[src/rtl/agg_pkg.sv]
// rtl/agg_pkg.sv - shared widths, beat count and FSM encoding for the output serializer
package agg_pkg;

  localparam int DEF_DATA_WIDTH = 256;
  localparam int DEF_OUT_WIDTH  = 32;
  localparam int DEF_FIFO_DEPTH = 4;
  localparam int BEATS          = DEF_DATA_WIDTH / DEF_OUT_WIDTH;

  typedef enum logic {
    ST_IDLE  = 1'b0,
    ST_SHIFT = 1'b1
  } ser_state_e;

  function automatic int beats_of(input int data_width, input int out_width);
    return data_width / out_width;
  endfunction

endpackage

[src/rtl/agg_sync_fifo.sv]
// rtl/agg_sync_fifo.sv - synchronous show-ahead FIFO with occupancy count
module agg_sync_fifo #(
  parameter int WIDTH = 256,
  parameter int DEPTH = 4,
  localparam int AW = $clog2(DEPTH)
) (
  input  logic             clk,
  input  logic             reset,
  input  logic             wr_en_i,
  input  logic [WIDTH-1:0] wr_data_i,
  input  logic             rd_en_i,
  output logic [WIDTH-1:0] rd_data_o,
  output logic [AW:0]      count_o,
  output logic             full_o,
  output logic             empty_o
);

  logic [WIDTH-1:0] mem_q [DEPTH];
  logic [AW-1:0]    wr_ptr_q;
  logic [AW-1:0]    rd_ptr_q;
  logic [AW:0]      count_q;
  logic             do_wr;
  logic             do_rd;

  assign full_o    = (count_q == (AW+1)'(DEPTH));
  assign empty_o   = (count_q == '0);
  assign count_o   = count_q;
  assign rd_data_o = mem_q[rd_ptr_q];

  // A full FIFO refuses writes even when a read happens in the same cycle.
  assign do_wr = wr_en_i && !full_o;
  assign do_rd = rd_en_i && !empty_o;

  always_ff @(posedge clk) begin
    if (do_wr) begin
      mem_q[wr_ptr_q] <= wr_data_i;
    end
  end

  always_ff @(posedge clk) begin
    if (reset) begin
      wr_ptr_q <= '0;
      rd_ptr_q <= '0;
      count_q  <= '0;
    end else begin
      if (do_wr) begin
        wr_ptr_q <= wr_ptr_q + AW'(1);
      end
      if (do_rd) begin
        rd_ptr_q <= rd_ptr_q + AW'(1);
      end
      case ({do_wr, do_rd})
        2'b10:   count_q <= count_q + (AW+1)'(1);
        2'b01:   count_q <= count_q - (AW+1)'(1);
        default: count_q <= count_q;
      endcase
    end
  end

endmodule

[src/rtl/agg_out_serializer.sv]
// rtl/agg_out_serializer.sv - buffers wide aggregated words and emits them as narrow beats, LSB beat first
module agg_out_serializer
  import agg_pkg::*;
#(
  parameter int DATA_WIDTH = DEF_DATA_WIDTH,
  parameter int OUT_WIDTH  = DEF_OUT_WIDTH,
  parameter int FIFO_DEPTH = DEF_FIFO_DEPTH
) (
  input  logic                         clk,
  input  logic                         reset,
  input  logic [DATA_WIDTH-1:0]        in_data,
  input  logic                         in_valid,
  output logic                         in_ready,
  output logic [OUT_WIDTH-1:0]         out_data,
  output logic                         out_valid,
  input  logic                         out_ready,
  output logic                         out_last,
  output logic [$clog2(FIFO_DEPTH):0]  fifo_level,
  output logic [31:0]                  word_count
);

  localparam int NBEATS = beats_of(DATA_WIDTH, OUT_WIDTH);
  localparam int BW     = (NBEATS > 1) ? $clog2(NBEATS) : 1;

  ser_state_e            state_q;
  logic [DATA_WIDTH-1:0] sreg_q;
  logic [BW-1:0]         beat_q;
  logic                  out_valid_q;
  logic                  out_last_q;
  logic [31:0]           word_count_q;

  logic [DATA_WIDTH-1:0] fifo_rd_data;
  logic                  fifo_full;
  logic                  fifo_empty;
  logic                  fifo_wr_en;
  logic                  fifo_rd_en;
  logic                  last_beat;

  assign in_ready   = !reset && !fifo_full;
  assign fifo_wr_en = in_valid && in_ready;

  assign last_beat  = (state_q == ST_SHIFT) && (beat_q == BW'(NBEATS - 1));

  // Pop either to start from idle or to chain the next word onto the final beat without a bubble.
  assign fifo_rd_en = !fifo_empty &&
                      ((state_q == ST_IDLE) || (out_ready && last_beat));

  agg_sync_fifo #(
    .WIDTH (DATA_WIDTH),
    .DEPTH (FIFO_DEPTH)
  ) u_fifo (
    .clk       (clk),
    .reset     (reset),
    .wr_en_i   (fifo_wr_en),
    .wr_data_i (in_data),
    .rd_en_i   (fifo_rd_en),
    .rd_data_o (fifo_rd_data),
    .count_o   (fifo_level),
    .full_o    (fifo_full),
    .empty_o   (fifo_empty)
  );

  always_ff @(posedge clk) begin
    if (reset) begin
      state_q      <= ST_IDLE;
      sreg_q       <= '0;
      beat_q       <= '0;
      out_valid_q  <= 1'b0;
      out_last_q   <= 1'b0;
      word_count_q <= '0;
    end else begin
      case (state_q)
        ST_IDLE: begin
          if (fifo_rd_en) begin
            state_q     <= ST_SHIFT;
            sreg_q      <= fifo_rd_data;
            beat_q      <= '0;
            out_valid_q <= 1'b1;
            out_last_q  <= (NBEATS == 1);
          end
        end
        ST_SHIFT: begin
          if (out_ready) begin
            if (last_beat) begin
              word_count_q <= word_count_q + 32'd1;
              if (fifo_rd_en) begin
                sreg_q     <= fifo_rd_data;
                beat_q     <= '0;
                out_last_q <= (NBEATS == 1);
              end else begin
                state_q     <= ST_IDLE;
                sreg_q      <= '0;
                beat_q      <= '0;
                out_valid_q <= 1'b0;
                out_last_q  <= 1'b0;
              end
            end else begin
              // The low slice of the shift register is always the beat on the bus.
              sreg_q     <= sreg_q >> OUT_WIDTH;
              beat_q     <= beat_q + BW'(1);
              out_last_q <= (beat_q == BW'(NBEATS - 2));
            end
          end
        end
        default: state_q <= ST_IDLE;
      endcase
    end
  end

  assign out_data   = sreg_q[OUT_WIDTH-1:0];
  assign out_valid  = out_valid_q;
  assign out_last   = out_last_q;
  assign word_count = word_count_q;

endmodule
[config.mk]
export PLATFORM = sky130hd
export DESIGN_NAME = agg_out_serializer
export DESIGN_NICKNAME = d
export VERILOG_FILES = /design/src/rtl/agg_pkg.sv /design/src/rtl/agg_sync_fifo.sv /design/src/rtl/agg_out_serializer.sv
export SDC_FILE = /design/constraint.sdc
export NUM_CORES = 1
export LEC_CHECK = 0
export ABC_AREA = 1
export CAP_MARGIN = 20
export CELL_PAD_IN_SITES_DETAIL_PLACEMENT = 0
export CELL_PAD_IN_SITES_GLOBAL_PLACEMENT = 2
export CORE_MARGIN = 10
export CORE_UTILIZATION = 36
export CTS_CLUSTER_DIAMETER = 150
export CTS_CLUSTER_SIZE = 24
export DETAILED_ROUTE_END_ITERATION = 12
export GPL_ROUTABILITY_DRIVEN = 0
export MAX_ROUTING_LAYER = met4
export PLACE_DENSITY_LB_ADDON = 0.1
export SYNTH_ARGS = -nofsm -noshare
export SYNTH_HDL_FRONTEND = slang
export SYNTH_SLANG_ARGS = --single-unit
[constraint.sdc]
create_clock -name clk -period 13.5 [get_ports clk]
set_input_delay 2.7 -clock clk [delete_from_list [all_inputs] [get_ports clk]]
set_output_delay 2.7 -clock clk [all_outputs]
set_load 0.1 [all_outputs]
# Word-level counts from Yosys, hierarchy flattened

Memory sizes are Yosys's and may differ from the RTL's. A register that Yosys moved wholly into a read port is not among the register bits.
Cells that the tools add are included.

Bits in writable memories: 1024
Bits in registers: 301
Output and inout bits: 70
Input port bits: 260
Memories: 1

Eq/ne operators: 9
Add/sub/neg operators: 6
Bitwise logic cells: 1
Mux-type cells: 27
Reduce and logical (&&, ||, !) cells: 16

Memory list:

| memory       | depth | bits a word | rd ports | clocked after memory_dff | wr ports | line                | source |
|---|---|---|---|---|---|---|---|
| u_fifo.mem_q | 4     | 256         | 1        | 1                        | 1        | agg_sync_fifo.sv:18 | `logic [WIDTH-1:0] mem_q [DEPTH];` |

Operator list:

| operator                                              | number |
|---|---|
| 2-to-1 mux 256 bit                                    | 4 |
| case mux 256 bit (2 select lines)                     | 1 |
| adder 32 x 1 -> 32 bit, second input constant         | 1 |
| 2-to-1 mux 1 bit                                      | 12 |
| case mux 3 bit (2 select lines)                       | 2 |
| equality test 3 bit, second input constant            | 3 |
| 2-to-1 mux 3 bit                                      | 3 |
| logical AND 1 bit                                     | 7 |
| adder 3 x 1 -> 3 bit, second input constant           | 2 |
| case mux 1 bit (2 select lines)                       | 3 |
| adder 2 x 1 -> 2 bit, second input constant           | 2 |
| 2-to-1 mux 2 bit                                      | 2 |
| inequality test 2 x 1 -> 1 bit, second input constant | 2 |
| inequality test 2 bit, second input constant          | 2 |
| AND reduction 4 bit                                   | 1 |
| logical NOT 1 bit                                     | 3 |
| logical NOT 3 bit                                     | 1 |
| AND reduction 3 bit                                   | 1 |
| subtractor 3 x 1 -> 3 bit, second input constant      | 1 |
| equality test 2 x 1 -> 1 bit, second input constant   | 1 |
| equality test 2 bit, second input constant            | 1 |
| AND reduction 2 bit                                   | 1 |
| nonzero test 2 bit                                    | 1 |
| logical OR 1 bit                                      | 1 |
| inverter 1 bit                                        | 1 |

# Longest topological paths before layout

Gate-level depths: netlist of the first run.

Word-level depth: 9
Gate-level depth with buffers: 14
Depth with buffers taken out: 12

# Modules after synthesis

From an unflattened synthesis of the first run, not the netlist that was laid out.

Cells, all modules: 4241
Area total of the unflattened synthesis: 50781.2 µm²

By module, submodules not included:

| module             | cells each | area an instance (µm²) | sequential area each (µm²) | times used |
|---|---|---|---|---|
| agg_sync_fifo      | 2545       | 38289.2                | 30929.7                    | 1 |
| agg_out_serializer | 1696       | 12492.0                | 5885.6                     | 1 |

# Least setup slack after synthesis of the first run

OpenSTA, ideal clock, no wires.

Path type: in2reg
Start point: in reset
End point: mem u_fifo.mem_q[0][0] (enable)
Slack: -3.106 ns
Stages on the path: 4
Path buffers: 1
Arrival: 15.731 ns
Setup time: 0.875 ns
Cell sequence: clkbuf_1 a31oi_1 nand2_1 nor2_1

Longest elaborated chain between the ends: 6

Ends and longest elaborated chain:

| what                                   | line                     | source |
|---|---|---|
| from (decl)                            | agg_out_serializer.sv:10 | `input logic reset,` |
| logical NOT 1 bit                      | agg_out_serializer.sv:39 | `assign in_ready = !reset && !fifo_full;` |
| logical AND 1 bit                      | agg_out_serializer.sv:39 |  |
| named net in_ready                     | agg_out_serializer.sv:13 | `output logic in_ready,` |
| logical AND 1 bit                      | agg_out_serializer.sv:40 | `assign fifo_wr_en = in_valid && in_ready;` |
| logical AND 1 bit                      | agg_sync_fifo.sv:31      | `assign do_wr = wr_en_i && !full_o;` |
| 2-to-1 mux 1 bit                       | agg_sync_fifo.sv:35      | `if (do_wr) begin` |
| 2-to-1 mux 1 bit (not written as such) | agg_sync_fifo.sv:36      | `mem_q[wr_ptr_q] <= wr_data_i;` |
| to (decl)                              | agg_sync_fifo.sv:18      |  |

The timed path passes the listed nets, and every way through them passes these cells.

# Worst setup path after layout of the first run

Start point: in reset
End point: out in_ready

Longest elaborated chain between the ends: 2

Ends and longest elaborated chain:

| what              | line |
|---|---|
| logical NOT 1 bit | agg_out_serializer.sv:39 |
| logical AND 1 bit | agg_out_serializer.sv:39 |
| to (decl)         | agg_out_serializer.sv:13 |

Every way passes these cells.

==> flow_metrics.py, run 1 <==
metrics = {
    "outcome": {
        "status": "completed",
    },
    "worst_setup_path": {
        "crit_chain": "buf_4, a31oi_1, clkdlybuf4s50_1",
        "max_stage_delay_ns": 1.17,
        "cp_max_fo": 29,
        "worst_ep_arrival_time_ns": 4.39,
        "startpoint_type": "input port",
        "crit_path_end_kind": "primary output",
        "critPathKind": "in -> out",
        "critPathSlowestCell": "clkdlybuf4s50_1",
        "cp_data_required_time_ns": 10.80,
    },
    "sta": {
        "tightest_slew_ns": 1.06,
        "slew_headroom": 0.294,
        "slew_violations": 0,
        "whs_ns": 0.471,
        "setup_ws_ns": 6.41,
        "fin_tns_setup_ns": 0,
        "period_minus_slack_ns": 7.09,
        "setup_viol": 0,
        "report.final.hold_viol_count": 0,
        "fmax_ghz": 0.141,
        "period_share": 0.525,
        "clock_skew_ns": 0.0219,
        "grt_setup_unrepaired": "no",
    },
    "clocking": {
        "cts_buffers": 61,
        "insertion_delay_ns": 0.73,
        "post_cts_resized": 0,
        "clk_path_buf_depth": 3,
        "clockRootBuffer": "clkbuf_16",
        "cts_tree": "yes",
        "cts_hold_buf": 0,
        "cts_setup_buffers": 0,
        "htree_levels": 2,
        "clock_sink_count": 1327,
        "clk_pin_slew_worst_paths_ns": 0.10,
    },
    "synthesis": {
        "synth_common_cells": "edfxtp_1 (1024), o21ai_0 (687), nor2_1 (566)",
        "yosysMostFrequentCell": "edfxtp_1",
        "ys_seq_area_frac": 0.727,
        "ys_top_cells_by_area": "edfxtp_1 (61%), dfxtp_1 (12%), o21ai_0 (6.8%), nor2_1 (4.2%), a21oi_1 (3.7%)",
        "ys_ff_latch": 1327,
        "synth_area_mm2": 0.0507,
        "synthFlopType": "edfxtp_1",
        "yosys_warnings": 0,
        "yosysUniqueCellTypes": 33,
        "async_flop_share": 0,
        "synth_top_area_share": 0.607,
        "synth_edf_count": 1024,
        "syn_inst": 4234,
        "syn_avg_cell_area_um2": 12.0,
        "syn_nets": 4504,
        "synth_top_area_cell": "edfxtp_1",
    },
    "power": {
        "intPower_mw": 6.73,
        "power_density_mw_per_mm2": 196,
        "p_sw_frac": 0.397,
        "ir_drop_mv": 0.195,
        "pwr-share-comb": 0.323,
        "p_leak_nw": 18.4,
        "p_total_mw": 11.2,
        "seq_power_share": 0.482,
        "pwr-share-clk": 0.195,
        "p_sw_mw": 4.43,
    },
    "min_path": {
        "hp-class": "reg -> reg",
    },
    "drt": {
        "wl_per_cell_um": 24.3,
        "firstDrtPassIters": 6,
        "wirelength_um": 153000,
        "num_vias": 32600,
        "antenna_left": 0,
        "drc_errors": 0,
        "avgViaCountPerCell": 5.19,
        "drt-initial-drc-count": 2564,
    },
    "die": {
        "num_rows": 137,
        "core_area_mm2": 0.140,
        "pin_count": 330,
        "dieArea_mm2": 0.156,
        "initial_utilization": 0.363,
        "die_w_um": 395,
        "die_h_um": 395,
    },
    "final_layout": {
        "drive_gt1_frac": 0.0306,
        "fin_nets": 4597,
        "syn2layout_area_growth_pct": 12.4,
        "layoutNonFillerInstCount": 6277,
        "post-route-cell-area_mm2": 0.0570,
        "postLayoutCoreUtil": 0.408,
    },
    "placement": {
        "dp_hpwl_um": 91000,
        "dp.cells": 6139,
        "numPortBuffers": 329,
        "placed_cell_area_mm2": 0.0551,
        "place_ws_ns": 6.37,
    },
    "job": {
        "cap_viol_max_count": 0,
    },
    "global_routing": {
        "grt_max_degree": 214,
        "grt_usage": 0.193,
        "antenna_found_initial": 32,
        "grt_pass1_wl_um": 220000,
        "grt_pass1_vias": 31300,
        "grt_overflow": 0,
    },
}
-- sequential cells by signal (all words and copies together) (netlist names), named ones only --
| register | flops |
|---|---|
| beat_q | 3 |
| out_valid | 1 |
| u_fifo.rd_ptr_q | 2 |
| out_last | 1 |
| sreg_q | 256 |
| u_fifo.wr_ptr_q | 2 |
| u_fifo.mem_q | 1024 |
| u_fifo.count_o | 3 |
| word_count | 32 |
| state_q | 1 |
-- per-layer routing --
layer,share of wire,track usage,vias to the layer above
met2,0.45,0.289,676
met4,0.016,0.0337,0
met1,0.48,0.275,16300
met5,0,-,-
met3,0.055,0.0348,111
li1,-,-,15500
-- placed cells by master (no fill, tap or decap), drive strengths merged --
cell / count
buf: 45
nor3: 6
edfxtp: 1024
and3: 3
a21oi: 376
nand2: 420
o21ai: 688
nor2: 572
diode: 21
or2: 1
a211oi: 2
o21bai: 1
o22ai: 256
nand3: 95
fa: 1
nand4: 6
a31oi: 68
inv: 59
clkbuf: 114
clkdlybuf4s50: 326
xnor2: 2
ha: 9
o21a: 2
dfxtp: 303
xor2: 1
-- worst max-delay path, delay by kind of cell --
family | cells | cell delay [ns]
AOI/OAI and AO/OA | 1 | 0.25
buffers and inverters | 2 | 1.43
-- cell type report --
class / instances / area (um2)
clock buffers: 114 / 1770
well taps: 1876 / 2350
clock inverters: 2 / 28.8
inverters: 57 / 253
diodes: 21 / 52.6
repair buffers: 371 / 3720
multi-input cells: 2509 / 12000
flip-flops and latches: 1327 / 36800
fillers: 13300 / 82700
-- power groups by stage --
| stage | combinational [mW] | sequential [mW] | clock [mW] |
|---|---|---|---|
| finish | 3.61 | 5.38 | 2.18 |
| detailed placement | 3.68 | 5.46 | 0 |
| floorplan | 2.56 | 5.25 | 0 |
| global route | 4.00 | 5.41 | 2.41 |
| CTS | 3.68 | 5.37 | 2.26 |
| global placement | 3.66 | 5.47 | 0 |
-- worst paths after layout --
kind                          start                    to  slack, ns  depth (start not counted)
hold reg to reg         sreg_q[233]           sreg_q[233]       0.47                          2
setup / recovery              reset              in_ready       6.41                          3
hold / removal          sreg_q[233]           sreg_q[233]       0.47                          2
setup reg to reg  u_fifo.count_o[1]  u_fifo.mem_q[3][206]       9.36                          7
-- logic make-up after synthesis --
| group | after synthesis | share of synthesized area |
|---|---|---|
| adder cells (fa/ha/maj) | 10 | 0.00262 |
| flip-flops | 1327 | 0.727 |
| AND/OR/NAND/NOR | 1103 | 0.0861 |
| buffers and inverters | 398 | 0.0381 |
| AO/OA/AOI/OAI | 1393 | 0.146 |
| XOR/XNOR | 3 | 0.000519 |
Power figures use the tool's default switching activity.
==> run 2: changes to the inputs <==
- CORE_UTILIZATION: 36 -> 40
- clock period: 13.5 -> 7.1 ns (I/O delays scaled with it)
==> flow_metrics.py, run 2 (synthesized netlist as in run 1, its figures left out) <==
metrics = {
    "outcome": {
        "status": "completed",
    },
    "min_path": {
        "whs_endpoint": "sreg_q[253]",
        "hp-class": "reg -> reg",
        "min_from": "sreg_q[253]",
        "min_delay_path_depth": 2,
    },
    "placement": {
        "numPortBuffers": 329,
        "place_ws_ns": 2.55,
        "dp_hpwl_um": 87600,
    },
    "final_layout": {
        "final_common_cell": "edfxtp_1",
        "syn2layout_area_growth_pct": 11.8,
        "largest_reg_flops": 1024,
        "final_cell_mix": "edfxtp_1 (1024), o21ai_0 (687), nor2_1 (561)",
        "largest-register": "u_fifo.mem_q",
        "drive_gt1_frac": 0.0308,
        "fin_nets": 4595,
        "final-seq-area_mm2": 0.0368,
        "fillCellCount": 11600,
        "multi_input_area_mm2": 0.0120,
    },
    "worst_setup_path": {
        "startpoint_type": "input port",
        "rr_startpoint": "u_fifo.count_o[0]",
        "cp_data_required_time_ns": 5.68,
        "max_stage_delay_ns": 1.16,
        "r2r-end": "sreg_q[62]",
        "ff2ff_setup_slack_ns": 3.56,
        "worst_ep_arrival_time_ns": 3.01,
        "crit_path_end_kind": "primary output",
        "cp_max_fo": 24,
        "ff2ff_path_depth": 8,
        "critPathSlowestCell": "clkdlybuf4s50_1",
        "critPathKind": "in -> out",
        "crit_chain": "buf_4, a31oi_4, clkdlybuf4s50_1",
    },
    "global_routing": {
        "antenna_found_initial": 22,
        "grt_pass1_wl_um": 213000,
        "grt_usage": 0.206,
        "grt_overflow": 0,
        "grt_max_degree": 221,
        "grt_pass1_vias": 30800,
    },
    "drt": {
        "wl_met1_um": 71100,
        "wl_met3_um": 8550,
        "drc_errors": 0,
        "antenna_left": 0,
        "wl_met2_um": 65500,
        "highest_layer": "met4",
        "wl_per_cell_um": 24.4,
        "num_vias": 32700,
        "avgViaCountPerCell": 5.41,
        "firstDrtPassIters": 5,
        "wirelength_um": 147000,
        "drt-initial-drc-count": 2773,
    },
    "die": {
        "core_area_mm2": 0.126,
        "initial_utilization": 0.403,
        "die_w_um": 376,
        "pin_count": 330,
        "die_h_um": 376,
        "dieArea_mm2": 0.141,
        "num_rows": 130,
    },
    "power": {
        "ir_drop_mv": 0.530,
        "intPower_mw": 12.7,
        "p_sw_frac": 0.396,
        "power_density_mw_per_mm2": 373,
        "p_sw_mw": 8.36,
        "p_leak_nw": 18.4,
        "seq_power_share": 0.485,
        "pwr-share-comb": 0.323,
        "pwr-share-clk": 0.192,
    },
    "clocking": {
        "cts_tree": "yes",
        "post_cts_resized": 0,
        "insertion_delay_ns": 0.73,
        "clk_path_buf_depth": 3,
        "clockRootBuffer": "clkbuf_16",
        "clk_pin_slew_worst_paths_ns": 0.10,
        "cts_buffers": 61,
        "htree_levels": 2,
        "clock_sink_count": 1327,
        "cts_hold_buf": 0,
        "cts_setup_buffers": 0,
    },
    "sta": {
        "setup_viol": 0,
        "setup_ws_ns": 2.67,
        "period_minus_slack_ns": 4.43,
        "grt_setup_unrepaired": "no",
        "clock_skew_ns": 0.0339,
        "tightest_slew_ns": 1.14,
        "period_share": 0.623,
        "slew_headroom": 0.239,
        "slew_violations": 0,
        "report.final.hold_viol_count": 0,
        "fin_tns_setup_ns": 0,
        "fmax_ghz": 0.226,
    },
    "job": {
        "cap_viol_max_count": 0,
    },
}
==> run 2: changes by cell type in the layout (fill, tap and decap cells not counted), moves of 2 or more <==
| cell | change |
|---|---|
| buf_12 | +3 |
| diode_2 | -3 |
| buf_4 | -2 |
| clkbuf_16 | -2 |
| clkdlybuf4s50_1 | -2 |
==> run 2: power by group through the flow <==
stage               registers, mW  logic (mW)  clock network, mW
floorplan                    9.91        4.87                  0
global placement             10.4        6.88                  0
detailed placement           10.4        6.93                  0
CTS                          10.2        6.94               4.19
global route                 10.3        7.52               4.45
finish                       10.2        6.82               4.05
==> run 2: how the worst max path moves through the flow <==
stage | from | end | cells after the start | slack, ns
global placement | out_ready | sreg_q[206] | 7 | 2.61
floorplan | reset | u_fifo.mem_q[0][0] | 4 | 0.05
finish | reset | in_ready | 3 | 2.67
CTS | reset | in_ready | 3 | 2.65
global route | reset | in_ready | 3 | 2.62
detailed placement | out_ready | sreg_q[215] | 7 | 2.55
==> run 2: stage by stage <==
stage	hold WS, ns	std cells	util	total power, mW	cell area [um2]
6_report	0.471	6045	0.450	21.1	56600
2_1_floorplan	0.445	4234	-	14.8	50700
3_3_place_gp	0.455	5912	0.436	17.3	54800
3_5_place_dp	0.459	5912	0.436	17.3	54800
4_1_cts	0.473	6027	0.450	21.3	56600
5_1_grt	0.488	6040	0.450	22.3	56600
==> run 2: final cells by class <==
cell class | instances | share of cell area
clock inverters | 4 | 0.000685
repair buffers | 369 | 0.0657
multi-input cells | 2509 | 0.212
well taps | 1650 | 0.0365
diodes | 18 | 0.000795
clock buffers | 111 | 0.0303
inverters | 57 | 0.00446
flip-flops and latches | 1327 | 0.650
==> run 2: worst max-delay path, delay by kind of cell <==
family          cells  cell delay (ns)
buf+inv             2             1.39
compound gates      1             0.19
==> run 2: routing by layer <==
metal,vias up,track usage
li1,15500,-
met1,16300,0.301
met2,777,0.306
met3,115,0.0323
met4,0,0.0346
met5,-,-
